<file path="config.mk">
export PLATFORM = sky130hd
export DESIGN_NAME = btn_conditioner
export DESIGN_NICKNAME = d
export VERILOG_FILES = /design/src/rtl/btn_conditioner_pkg.sv /design/src/rtl/btn_debounce_ch.sv /design/src/rtl/btn_conditioner.sv
export SDC_FILE = /design/constraint.sdc
export NUM_CORES = 1
export LEC_CHECK = 0
export CAP_MARGIN = 20
export CELL_PAD_IN_SITES_DETAIL_PLACEMENT = 1
export CELL_PAD_IN_SITES_GLOBAL_PLACEMENT = 2
export CORE_MARGIN = 1
export CORE_UTILIZATION = 35
export CTS_BUF_LIST = sky130_fd_sc_hd__clkbuf_4 sky130_fd_sc_hd__clkbuf_8 sky130_fd_sc_hd__clkbuf_16
export DETAILED_ROUTE_END_ITERATION = 10
export HOLD_SLACK_MARGIN = 0.12
export PLACE_DENSITY_LB_ADDON = 0.1
export SYNTH_ARGS = -nofsm -noshare
export SYNTH_HDL_FRONTEND = slang
export SYNTH_HIERARCHICAL = 1
export SYNTH_SLANG_ARGS = --single-unit
export TNS_END_PERCENT = 5
</file>
<file path="constraint.sdc">
create_clock -name clk -period 5.6 [get_ports clk]
set_clock_uncertainty 0.15 [all_clocks]
set_input_delay 1.68 -clock clk [delete_from_list [all_inputs] [get_ports clk]]
set_output_delay 1.68 -clock clk [all_outputs]
set_load 0.005 [all_outputs]
</file>
<file path="src/rtl/btn_conditioner_pkg.sv">
// btn_conditioner_pkg
// Purpose: board-level timing defaults for the push-button front end.
//          Also holds the per-channel status payload and a counter sizing helper.
//          The display stage imports the same defaults, so both blocks
//          share one clock-rate assumption.
// Contents:
//   DEFAULT_DEBOUNCE_CYCLES  stable cycles required to accept a level (10 ms @ 50 MHz)
//   DEFAULT_SYNC_STAGES      synchroniser depth per button
//   ch_status_t              debounced level and registered press pulse of one channel
//   cnt_width()              debounce counter width, never below 1
package btn_conditioner_pkg;

  localparam int unsigned DEFAULT_DEBOUNCE_CYCLES = 500000;
  localparam int unsigned DEFAULT_SYNC_STAGES     = 2;

  // Per-channel result handed from the debouncer to the operand logic.
  typedef struct packed {
    logic stable;  // accepted (debounced) button level
    logic press;   // one-cycle pulse, registered, on each accepted rising level
  } ch_status_t;

  // $clog2(1) is 0, so clamp to a single bit for the degenerate case.
  function automatic int unsigned cnt_width(input int unsigned cycles);
    return (cycles > 1) ? $unsigned($clog2(cycles)) : 32'd1;
  endfunction

endpackage

</file>
<file path="src/rtl/btn_debounce_ch.sv">
// btn_debounce_ch
// Purpose: one button channel: synchroniser, debounce counter, accepted
//          level and registered press pulse.
// Parameters:
//   DEBOUNCE_CYCLES  consecutive differing synchronised cycles needed to accept a level (>= 1)
//   SYNC_STAGES      synchroniser flops (>= 2)
// Ports:
//   clk     in   system clock
//   rst     in   asynchronous active-high reset
//   btn     in   raw asynchronous button pin, active-high
//   status  out  {stable, press}; both fields are flop outputs
module btn_debounce_ch
  import btn_conditioner_pkg::*;
#(
  parameter int unsigned DEBOUNCE_CYCLES = DEFAULT_DEBOUNCE_CYCLES,
  parameter int unsigned SYNC_STAGES     = DEFAULT_SYNC_STAGES
) (
  input  logic       clk,
  input  logic       rst,
  input  logic       btn,
  output ch_status_t status
);

  localparam int unsigned      CNT_W   = cnt_width(DEBOUNCE_CYCLES);
  localparam logic [CNT_W-1:0] CNT_MAX = CNT_W'(DEBOUNCE_CYCLES - 1);

  logic [SYNC_STAGES-1:0] sync_q;
  logic                   synced;
  logic [CNT_W-1:0]       cnt_q;
  logic                   stable_q;
  logic                   stable_d_q;
  logic                   press_q;

  assign synced = sync_q[SYNC_STAGES-1];

  // Metastability synchroniser; bit 0 faces the pin.
  always_ff @(posedge clk or posedge rst) begin
    if (rst) begin
      sync_q <= '0;
    end else begin
      sync_q <= {sync_q[SYNC_STAGES-2:0], btn};
    end
  end

  // Debounce: count consecutive cycles the synchronised level disagrees with
  // the accepted level. Any agreeing cycle restarts the count, and reaching
  // CNT_MAX accepts the new level on that same edge, so the count saturates
  // at CNT_MAX without ever wrapping.
  always_ff @(posedge clk or posedge rst) begin
    if (rst) begin
      cnt_q    <= '0;
      stable_q <= 1'b0;
    end else if (synced == stable_q) begin
      cnt_q <= '0;
    end else if (cnt_q == CNT_MAX) begin
      cnt_q    <= '0;
      stable_q <= synced;
    end else begin
      cnt_q <= cnt_q + CNT_W'(1);
    end
  end

  // Rising-level detect on the accepted level; releases never pulse.
  always_ff @(posedge clk or posedge rst) begin
    if (rst) begin
      stable_d_q <= 1'b0;
      press_q    <= 1'b0;
    end else begin
      stable_d_q <= stable_q;
      press_q    <= stable_q & ~stable_d_q;
    end
  end

  assign status.stable = stable_q;
  assign status.press  = press_q;

endmodule

</file>
<file path="src/rtl/btn_conditioner.sv">
// btn_conditioner
// Purpose: two-channel push-button front end for the XOR network board.
//          Debounces btn_1/btn_2 into XOR operands x_1/x_2. It also raises a
//          one-cycle x_valid whenever either operand changes, so the display
//          stage refreshes only on real updates.
// Build option:
//   BTN_COND_TOGGLE_EN defined   : each accepted press inverts its operand (latching)
//   BTN_COND_TOGGLE_EN undefined : operand follows the debounced level one cycle late
// Parameters:
//   DEBOUNCE_CYCLES  consecutive stable synchronised cycles to accept a level (>= 1)
//   SYNC_STAGES      synchroniser depth per button (>= 2)
// Ports:
//   clk      in   system clock
//   rst      in   asynchronous active-high reset
//   btn_1    in   raw button 1, asynchronous, active-high
//   btn_2    in   raw button 2, asynchronous, active-high
//   x_1      out  XOR operand A
//   x_2      out  XOR operand B
//   press_1  out  one-cycle pulse per accepted press of button 1
//   press_2  out  one-cycle pulse per accepted press of button 2
//   x_valid  out  one-cycle pulse in the first cycle a new {x_1,x_2} is visible
module btn_conditioner
  import btn_conditioner_pkg::*;
#(
  parameter int unsigned DEBOUNCE_CYCLES = DEFAULT_DEBOUNCE_CYCLES,
  parameter int unsigned SYNC_STAGES     = DEFAULT_SYNC_STAGES
) (
  input  logic clk,
  input  logic rst,
  input  logic btn_1,
  input  logic btn_2,
  output logic x_1,
  output logic x_2,
  output logic press_1,
  output logic press_2,
  output logic x_valid
);

  ch_status_t st_1;
  ch_status_t st_2;

  logic x_1_q;
  logic x_2_q;
  logic x_valid_q;
  logic x_1_nxt_c;
  logic x_2_nxt_c;

  btn_debounce_ch #(
    .DEBOUNCE_CYCLES (DEBOUNCE_CYCLES),
    .SYNC_STAGES     (SYNC_STAGES)
  ) u_ch_1 (
    .clk    (clk),
    .rst    (rst),
    .btn    (btn_1),
    .status (st_1)
  );

  btn_debounce_ch #(
    .DEBOUNCE_CYCLES (DEBOUNCE_CYCLES),
    .SYNC_STAGES     (SYNC_STAGES)
  ) u_ch_2 (
    .clk    (clk),
    .rst    (rst),
    .btn    (btn_2),
    .status (st_2)
  );

`ifdef BTN_COND_TOGGLE_EN
  // The operand must flip on the same edge that press rises, so the rising
  // level is recomputed here from the accepted level rather than taken from
  // the already-registered press pulse.
  logic stable_1_d_q;
  logic stable_2_d_q;

  always_ff @(posedge clk or posedge rst) begin
    if (rst) begin
      stable_1_d_q <= 1'b0;
      stable_2_d_q <= 1'b0;
    end else begin
      stable_1_d_q <= st_1.stable;
      stable_2_d_q <= st_2.stable;
    end
  end

  always_comb begin
    x_1_nxt_c = x_1_q ^ (st_1.stable & ~stable_1_d_q);
    x_2_nxt_c = x_2_q ^ (st_2.stable & ~stable_2_d_q);
  end
`else
  // Level mode: operand is the accepted button level, delayed one cycle.
  always_comb begin
    x_1_nxt_c = st_1.stable;
    x_2_nxt_c = st_2.stable;
  end
`endif

  // Operand registers; x_valid marks the first cycle a changed pair is visible.
  // Both channels changing together still give a single pulse.
  always_ff @(posedge clk or posedge rst) begin
    if (rst) begin
      x_1_q     <= 1'b0;
      x_2_q     <= 1'b0;
      x_valid_q <= 1'b0;
    end else begin
      x_1_q     <= x_1_nxt_c;
      x_2_q     <= x_2_nxt_c;
      x_valid_q <= (x_1_nxt_c != x_1_q) | (x_2_nxt_c != x_2_q);
    end
  end

  assign x_1     = x_1_q;
  assign x_2     = x_2_q;
  assign x_valid = x_valid_q;
  assign press_1 = st_1.press;
  assign press_2 = st_2.press;

endmodule

</file>
==> results of run 1 <==
-- layout make-up --
type	count	area, um2
clock inverters	2	35.03
flip-flops and latches	51	1276
fillers	720	3923
well taps	77	96.34
repair buffers	8	80.08
clock buffers	6	82.58
multi-input cells	157	1027
inverters	3	11.26
-- metal layers --
layer / track usage (%) / up-vias / wire length [um]
met4: 6.780 / 0 / 88
met5: 0 / - / 0
met3: 3.210 / 7 / 87
met1: 17.79 / 827 / 2098
li1: - / 783 / -
met2: 30.28 / 7 / 2782
-- synthesized netlist by cell type, drive strengths merged (6+ instances only) --
| library cell | instances |
|---|---|
| buf | 8 |
| dfrtp | 51 |
| nand3 | 14 |
| and3 | 6 |
| and4 | 6 |
| nand2 | 13 |
| nand4 | 8 |
| xor2 | 16 |
| xnor2 | 16 |
| a21oi | 6 |
| nor2 | 32 |
-- power by group through the flow --
stage                     Sequential, uW  Combinational [uW]  Clock [uW]
after floorplan                      383                19.0           0
after global placement               384                20.5           0
after detailed placement             385                21.2           0
after CTS                            378                21.6         273
after global routing                 378                24.1         288
final                                377                20.6         260
-- cell usage in the layout, fill, tap and decap left out, types with 3 or more instances in the layout --
cell type	count
a21oi_1	6
and3_1	6
and4_1	4
clkbuf_8	6
clkdlybuf4s50_1	8
dfrtp_1	51
inv_1	3
nand2_1	13
nand3_1	14
nand4_1	8
nand4b_1	4
nor2_1	32
nor4_1	4
or4b_1	4
xnor2_1	16
xor2_1	16
-- flip-flops by register name, indices dropped and copies added, names as in the netlist, 2 cells and up --
signal         flops
u_ch_1/sync_q      2
u_ch_1/cnt_q      19
u_ch_2/sync_q      2
u_ch_2/cnt_q      19
-- cell families (layout without fill, tap and decap cells) --
logic type	count (synthesis)	after routing	share of synthesized area (%)
AOI/OAI and AO/OA	14	14	3.818
xor gates and xnor gates	32	32	11.56
adders and majority gates	2	2	1.032
buffers and inverters	15	19	5.005
DFF	51	51	52.63
muxes	2	2	1.238
and+or+nand+nor	107	107	24.72
-- worst max path at each step --
stage	start	endpoint	slack [ps]	cells past startpoint
after floorplan	rst	u_ch_1/cnt_q[0]	3310	1
after global placement	rst	u_ch_1/cnt_q[8]	2610	2
after detailed placement	rst	u_ch_1/cnt_q[8]	2540	2
after CTS	x_2	x_2	2530	1
after global routing	x_2	x_2	2530	1
final	x_2	x_2	2570	1
-- stage by stage --
| stage | instances | total power [uW] | setup WS (ps) |
|---|---|---|---|
| finish | 304 | 658.3 | 2567 |
| global route | 304 | 690.4 | 2527 |
| CTS | 304 | 672.5 | 2532 |
| detailed placement | 296 | 405.9 | 2544 |
| global placement | 296 | 404.9 | 2610 |
| floorplan | 223 | 402.5 | 3306 |
==> results_dict.tcl, run 1 <==
set metrics [dict create \
    r2r-end "u_ch_2/cnt_q[14]" \
    post_cts_buffers 0 \
    synth_top_area_share_pct 52.63 \
    synthesis.area_mm2 0.002425 \
    cts_tree "built" \
    layout.nets 232 \
    gp_congestion 0.7703 \
    die_w_um 85.24 \
    place_area_mm2 0.002491 \
    final_core_util_pct 39.94 \
    grt_pass1_wl_um 8928 \
    drv_cap 0 \
    die_area_mm2 0.007265 \
    rr_startpoint "u_ch_2/cnt_q[11]" \
    maxSlewHeadroom_pct 38.02 \
    overflow 0 \
    p_leak_uw 0.001106 \
    dr.pass1.iters 4 \
    slew_violations 0 \
    viasPerCell 5.342 \
    ys.flop_type "dfrtp_1" \
    period_share_pct 54.16 \
    setup_viol_count_final 0 \
    cts_buffers 5 \
    switchingPower_uw 134.6 \
    die_y_um 85.24 \
    crit_family "buffers and inverters" \
    start_util_pct 37.13 \
    path_cells "clkdlybuf4s50_1" \
    rsz0062_at_grt "false" \
    grt_use_total_pct 16.19 \
    whs_ps 205.6 \
    fin_area_mm2 0.002609 \
    yosysSeqAreaShare_pct 52.63 \
    clock_latency_ps 300 \
    holdBufCountCts 0 \
    timing.setup.tns_ps 0 \
    final-hold-violation-count 0 \
    via_count 1624 \
    tightest_slew_ps 928.7 \
    clk_path_buf_depth 2 \
    hpwl_um 3725 \
    routedWlPerCell_um 16.63 \
    grt_start_max_net_pins 25 \
    ant_nets 0 \
    cp.required_ps 3770 \
    holdPathStages 0 \
    netlist.top_cell.by_area "dfrtp_1" \
    crit_path_max_incr_delay_ps 530 \
    io_pins 9 \
    critPathLaunchType "flop" \
    outcome "complete, no violations" \
    ir_worst_vdd_mv 0.08955 \
    synth-edff-count 0 \
    synth_seq_cells 51 \
    cts-resized-gates 0 \
    synthTopCellsByArea "dfrtp_1, xnor2_1, xor2_1" \
    htree_num_levels 2 \
    clock-root-buffer "clkbuf_8" \
    async_flop_share_pct 100.0 \
    wirelength_um 5056 \
    worstHoldStart "u_ch_2/sync_q[0]" \
    p_int_uw 523.7 \
    power.share.combinational_pct 3.1 \
    ys_types 34 \
    yosys_warnings 6 \
    seqPwrFrac_pct 57.3 \
    crit_fanout 2 \
    reg2regPathDepth 4 \
    swShare_pct 20.45 \
    pwr-share-clk_pct 39.5 \
    layout-drive-gt1-share_pct 7.048 \
    postSynthCellCount 223 \
    grt_pass1_vias 1832 \
    syn-num-nets 229 \
    core.rowCount 29 \
    hp-class "reg -> reg" \
    cp_data_arrival_time_ps 1200 \
    timing.fmax_mhz 329.7 \
    cp-end-kind "output port" \
    power.density_mw_per_mm2 252.3 \
    synth_area_per_cell_um2 10.87 \
    num_antenna_cells 0 \
    area_growth_pct 7.585 \
    fp.coreArea_mm2 0.006531 \
    min_period_ps 3033 \
    critPathSlowestCell "clkdlybuf4s50_1" \
    r2r_setup_slack_ps 3440 \
    drt-initial-drc-count 42 \
    hold_end "u_ch_2/sync_q[1]" \
    critPathBufInv 1 \
    clkTransAtPathRegs_ps 90 \
    io_buffers 8 \
    cts_sinks 51 \
    antenna_found_initial 0 \
    drc_errors 0 \
    worstSetupPathType "reg -> out" \
]
(Power assumes the default switching activity.)
==> inputs of run 2 (changes only) <==
clock period = 2.76 ns   (was 5.6 ns; I/O delays follow)
==> run 2 against run 1 <==
Net effect: die area is the same; global-route usage shrank 0.97 points; sequential power grew 100%.
==> results_dict.tcl, run 2 (same netlist as run 1, synthesis figures left out) <==
set metrics [dict create \
    path_cells "clkdlybuf4s50_1" \
    period_share_pct 78.60 \
    fp.coreArea_mm2 0.006531 \
    overflow 0 \
    critPathBufInv 1 \
    die_y_um 85.24 \
    cts-resized-gates 0 \
    grt_pass1_wl_um 8404 \
    outcome "complete, no violations" \
    layout.nets 234 \
    r2r-end "u_ch_2/cnt_q[15]" \
    clk_path_buf_depth 2 \
    grt_start_max_net_pins 25 \
    ir_worst_vdd_mv 0.2425 \
    routedWlPerCell_um 15.91 \
    setup_viol_count_final 0 \
    hpwl_um 3501 \
    dr.pass1.iters 4 \
    cp-end-kind "output port" \
    min_period_ps 2169 \
    final_common_cell "dfrtp_1" \
    tightest_slew_ps 553.5 \
    place_inst 298 \
    cp_data_arrival_time_ps 1190 \
    slew_violations 0 \
    drv_cap 0 \
    final_core_util_pct 40.17 \
    area_growth_pct 8.204 \
    reg2regPathDepth 4 \
    rsz0062_at_grt "false" \
    critPathLaunchType "flop" \
    startpoint "x_2" \
    critPathSlowestCell "clkdlybuf4s50_1" \
    timing.setup.tns_ps 0 \
    cts_tree "built" \
    seqPwrFrac_pct 56.8 \
    htree_num_levels 2 \
    power.density_mw_per_mm2 513.4 \
    crit_fanout 2 \
    switchingPower_uw 282.5 \
    antenna_found_initial 0 \
    post_cts_buffers 0 \
    clkTransAtPathRegs_ps 90 \
    start_util_pct 37.13 \
    p_leak_uw 0.001115 \
    r2r_setup_slack_ps 650 \
    cts_buffers 5 \
    hp-class "reg -> reg" \
    gp_congestion 0.7525 \
    num_antenna_cells 0 \
    cp.required_ps 1780 \
    drc_errors 0 \
    power.share.combinational_pct 3.3 \
    hold_end "u_ch_1/sync_q[1]" \
    worstHoldStart "u_ch_1/sync_q[0]" \
    holdBufCountCts 0 \
    ant_nets 0 \
    die_w_um 85.24 \
    worst_slack_ps 590.8 \
    reg.largest.list "u_ch_1/cnt_q (19), u_ch_2/cnt_q (19)" \
    grt_use_total_pct 15.22 \
    drt-initial-drc-count 21 \
    pwr-share-clk_pct 39.9 \
    final_cell_mix "dfrtp_1, nor2_1, xnor2_1, xor2_1, nand3_1" \
    worstSetupPathType "reg -> out" \
    maxSlewHeadroom_pct 63.10 \
    die_area_mm2 0.007265 \
    stdcell_count 306 \
    timing.fmax_mhz 461.0 \
    crit_family "buffers and inverters" \
    viasPerCell 5.288 \
    cts_sinks 51 \
    crit_path_max_incr_delay_ps 520 \
    core.rowCount 29 \
    via_count 1618 \
    place_ws_ps 593.0 \
    grt_pass1_vias 1739 \
    rr_startpoint "u_ch_2/cnt_q[11]" \
    io_buffers 8 \
    clock_latency_ps 300 \
    wirelength_um 4867 \
    holdPathStages 0 \
    io_pins 9 \
    cp.depth 1 \
    p_int_uw 1065 \
    layout-drive-gt1-share_pct 7.860 \
    clock-root-buffer "clkbuf_8" \
    final-hold-violation-count 0 \
    swShare_pct 20.97 \
]
## run 2: metal layers
metal  share of wire (%)  wire (um)  vias up  GRT usage, %
met5                   0          0        -             0
met3                 1.9         92       14         3.502
met1                  43       2105      813         17.38
li1                    -          -      777             -
met2                  52       2533       14         26.69
met4                 2.8        136        0         7.704
## run 2: power by group through the flow
stage | clock network (uW) | logic, uW | registers, uW
after CTS | 562 | 46.4 | 765
after detailed placement | 0 | 45.6 | 780
final | 538 | 43.8 | 765
after global routing | 594 | 52.1 | 767
after floorplan | 0 | 38.6 | 778
after global placement | 0 | 44.1 | 780
## run 2: layout make-up
| cell class | count | area [um2] |
|---|---|---|
| clock inverter | 2 | 35.03 |
| clock buffer | 6 | 82.58 |
| tap | 77 | 96.34 |
| fill | 731 | 3908 |
| inverter | 3 | 11.26 |
| multi-input combinational | 157 | 1027 |
| sequential | 51 | 1276 |
| timing repair buffer | 10 | 95.09 |
## run 2: per-stage QoR
step | area (um2) | total power (uW) | hold WS [ps]
6_report | 2624 | 1347 | 209.7
5_1_grt | 2624 | 1413 | 220.7
4_1_cts | 2624 | 1374 | 216.4
3_5_place_dp | 2506 | 825.8 | 194.2
3_3_place_gp | 2506 | 823.8 | 185.1
2_1_floorplan | 2425 | 816.7 | 181.2
## run 2: worst register-to-register path, cell delays in order (launching register included)
cell and delay, ps:
dfrtp_1 430, or4_4 550, nor3_2 240, a21bo_1 500, a21oi_1 110
## run 2: worst max path at each step
stage | endpoint | slack [ps]
global placement | u_ch_2/cnt_q[9] | 660
floorplan | u_ch_1/cnt_q[10] | 970
finish | x_2 | 590
detailed placement | u_ch_2/cnt_q[15] | 590
CTS | x_2 | 560
global route | u_ch_2/cnt_q[15] | 510
==> inputs of run 3 (changes only) <==
clock period = 2.1 ns   (was 2.76 ns; I/O delays follow)
==> run 3 against run 2 <==
Net effect: worst hold slack improved by 1.6 ps; die area did not move; clock-buffer cell count did not move; non-clock buffer count rose by 8; utilization rose by 0.57 points.
==> results_dict.tcl, run 3 (same netlist as run 1, synthesis figures left out) <==
set metrics [dict create \
    outcome "complete, no violations" \
    crit_family "buffers and inverters" \
    core.rowCount 29 \
    grt_pass1_wl_um 9128 \
    clock-root-buffer "clkbuf_8" \
    cp_data_arrival_time_ps 1190 \
    critPathSlowestCell "clkdlybuf4s50_1" \
    clk_path_buf_depth 2 \
    grt_pass1_vias 1860 \
    drt-initial-drc-count 66 \
    power.density_mw_per_mm2 619.1 \
    start_util_pct 37.13 \
    swShare_pct 22.85 \
    fin_area_mm2 0.002661 \
    final_cell_mix "dfrtp_1, nor2_1, xnor2_1, xor2_1, nand3_1" \
    cp-end-kind "output port" \
    htree_num_levels 2 \
    holdBufCountCts 0 \
    dr.pass1.iters 4 \
    gp_congestion 0.7863 \
    pwr-share-clk_pct 35.1 \
    cts_buffers 5 \
    timing.fmax_mhz 507.6 \
    die_area_mm2 0.007265 \
    hpwl_um 3805 \
    place_area_mm2 0.002566 \
    final-hold-violation-count 0 \
    total_power_uw 1648 \
    io_pins 9 \
    critPathBufInv 1 \
    overflow 0 \
    grt_use_total_pct 16.22 \
    cts_tree "built" \
    min_period_ps 1970 \
    num_antenna_cells 0 \
    die_y_um 85.24 \
    critPathLaunchType "flop" \
    fillers 735 \
    hp-class "reg -> reg" \
    ant_nets 0 \
    clkTransAtPathRegs_ps 100 \
    viasPerCell 5.188 \
    setup_viol_count_final 0 \
    switchingPower_uw 376.5 \
    io_buffers 8 \
    grt_start_max_net_pins 25 \
    slew_violations 0 \
    drv_cap 0 \
    fp.coreArea_mm2 0.006531 \
    seqPwrFrac_pct 61.1 \
    final_common_cell "dfrtp_1" \
    maxSlewHeadroom_pct 75.59 \
    layout-drive-gt1-share_pct 11.39 \
    wirelength_um 5053 \
    crit_path_max_incr_delay_ps 520 \
    worst_slack_ps 130.0 \
    reg.largest.list "u_ch_1/cnt_q (19), u_ch_2/cnt_q (19)" \
    routedWlPerCell_um 16.09 \
    timing.setup.tns_ps 0 \
    path_cells "clkdlybuf4s50_1" \
    area_growth_pct 9.752 \
    place_ws_ps 149.7 \
    antenna_found_initial 0 \
    p_int_uw 1271 \
    cts_sinks 51 \
    die_w_um 85.24 \
    power.share.combinational_pct 3.9 \
    crit_fanout 2 \
    whs_ps 211.3 \
    cp.required_ps 1320 \
    tightest_slew_ps 362.8 \
    ir_worst_vdd_mv 0.2987 \
    period_share_pct 93.81 \
    via_count 1629 \
    worstSetupPathType "reg -> out" \
    clock_latency_ps 300 \
    layout.nets 242 \
    rsz0062_at_grt "false" \
    p_leak_uw 0.001139 \
    drc_errors 0 \
]
-- run 3: changes by cell type in the layout (fill, tap and decap cells not counted), sizes merged --
cell      delta
buf          +8
bufinv       -1
clkinv       -1
clkinvlp     +1
inv          +1
-- run 3: path summary, 6_finish.rpt --
path,cells after the start,slack (ps),to,from
worst max-delay path,1,130,x_2,x_2
worst min-delay path,0,210,u_ch_2/sync_q[1],u_ch_2/sync_q[0]
worst max register to register,5,150,u_ch_1/cnt_q[18],u_ch_1/cnt_q[0]
worst min register to register,0,210,u_ch_2/sync_q[1],u_ch_2/sync_q[0]
max in group asynchronous,3,960,u_ch_1/cnt_q[16],rst
min in group asynchronous,2,410,x_2,rst
-- run 3: routing by layer --
layer | vias up | GRT usage (%) | share of wire, %
met3 | 4 | 2.918 | 1.3
met1 | 819 | 18.89 | 43
met5 | - | 0 | 0
met4 | 0 | 4.622 | 1.1
li1 | 798 | - | -
met2 | 8 | 30.35 | 55
-- run 3: final cells by class --
class	instances	area, um2	share of cell area [%]
clock inverter	2	16.27	0.6112
sequential	51	1276	47.95
clock buffer	6	76.32	2.868
multi-input combinational	157	1030	38.69
timing repair buffer	18	155.1	5.830
tap	77	96.34	3.620
inverter	3	11.26	0.4231
-- run 3: what timing repair did --
action	in CTS	in global routing
setup endpoints to repair	0	1
gates resized for setup	0	1
buffers inserted	0	0
-- run 3: power by group through the flow --
stage | Combinational (uW) | Sequential [uW] | Clock (uW)
6_report | 63.9 | 1010 | 578
5_1_grt | 74.3 | 1010 | 665
4_1_cts | 67.0 | 1010 | 619
3_5_place_dp | 65.9 | 1030 | 0
3_3_place_gp | 65.3 | 1020 | 0
2_1_floorplan | 50.8 | 1020 | 0
-- run 3: metrics by stage --
stage | utilization (%) | std cells
finish | 40.75 | 314
global route | 40.75 | 314
CTS | 40.71 | 314
detailed placement | 39.29 | 306
global placement | 39.29 | 306
floorplan | - | 223
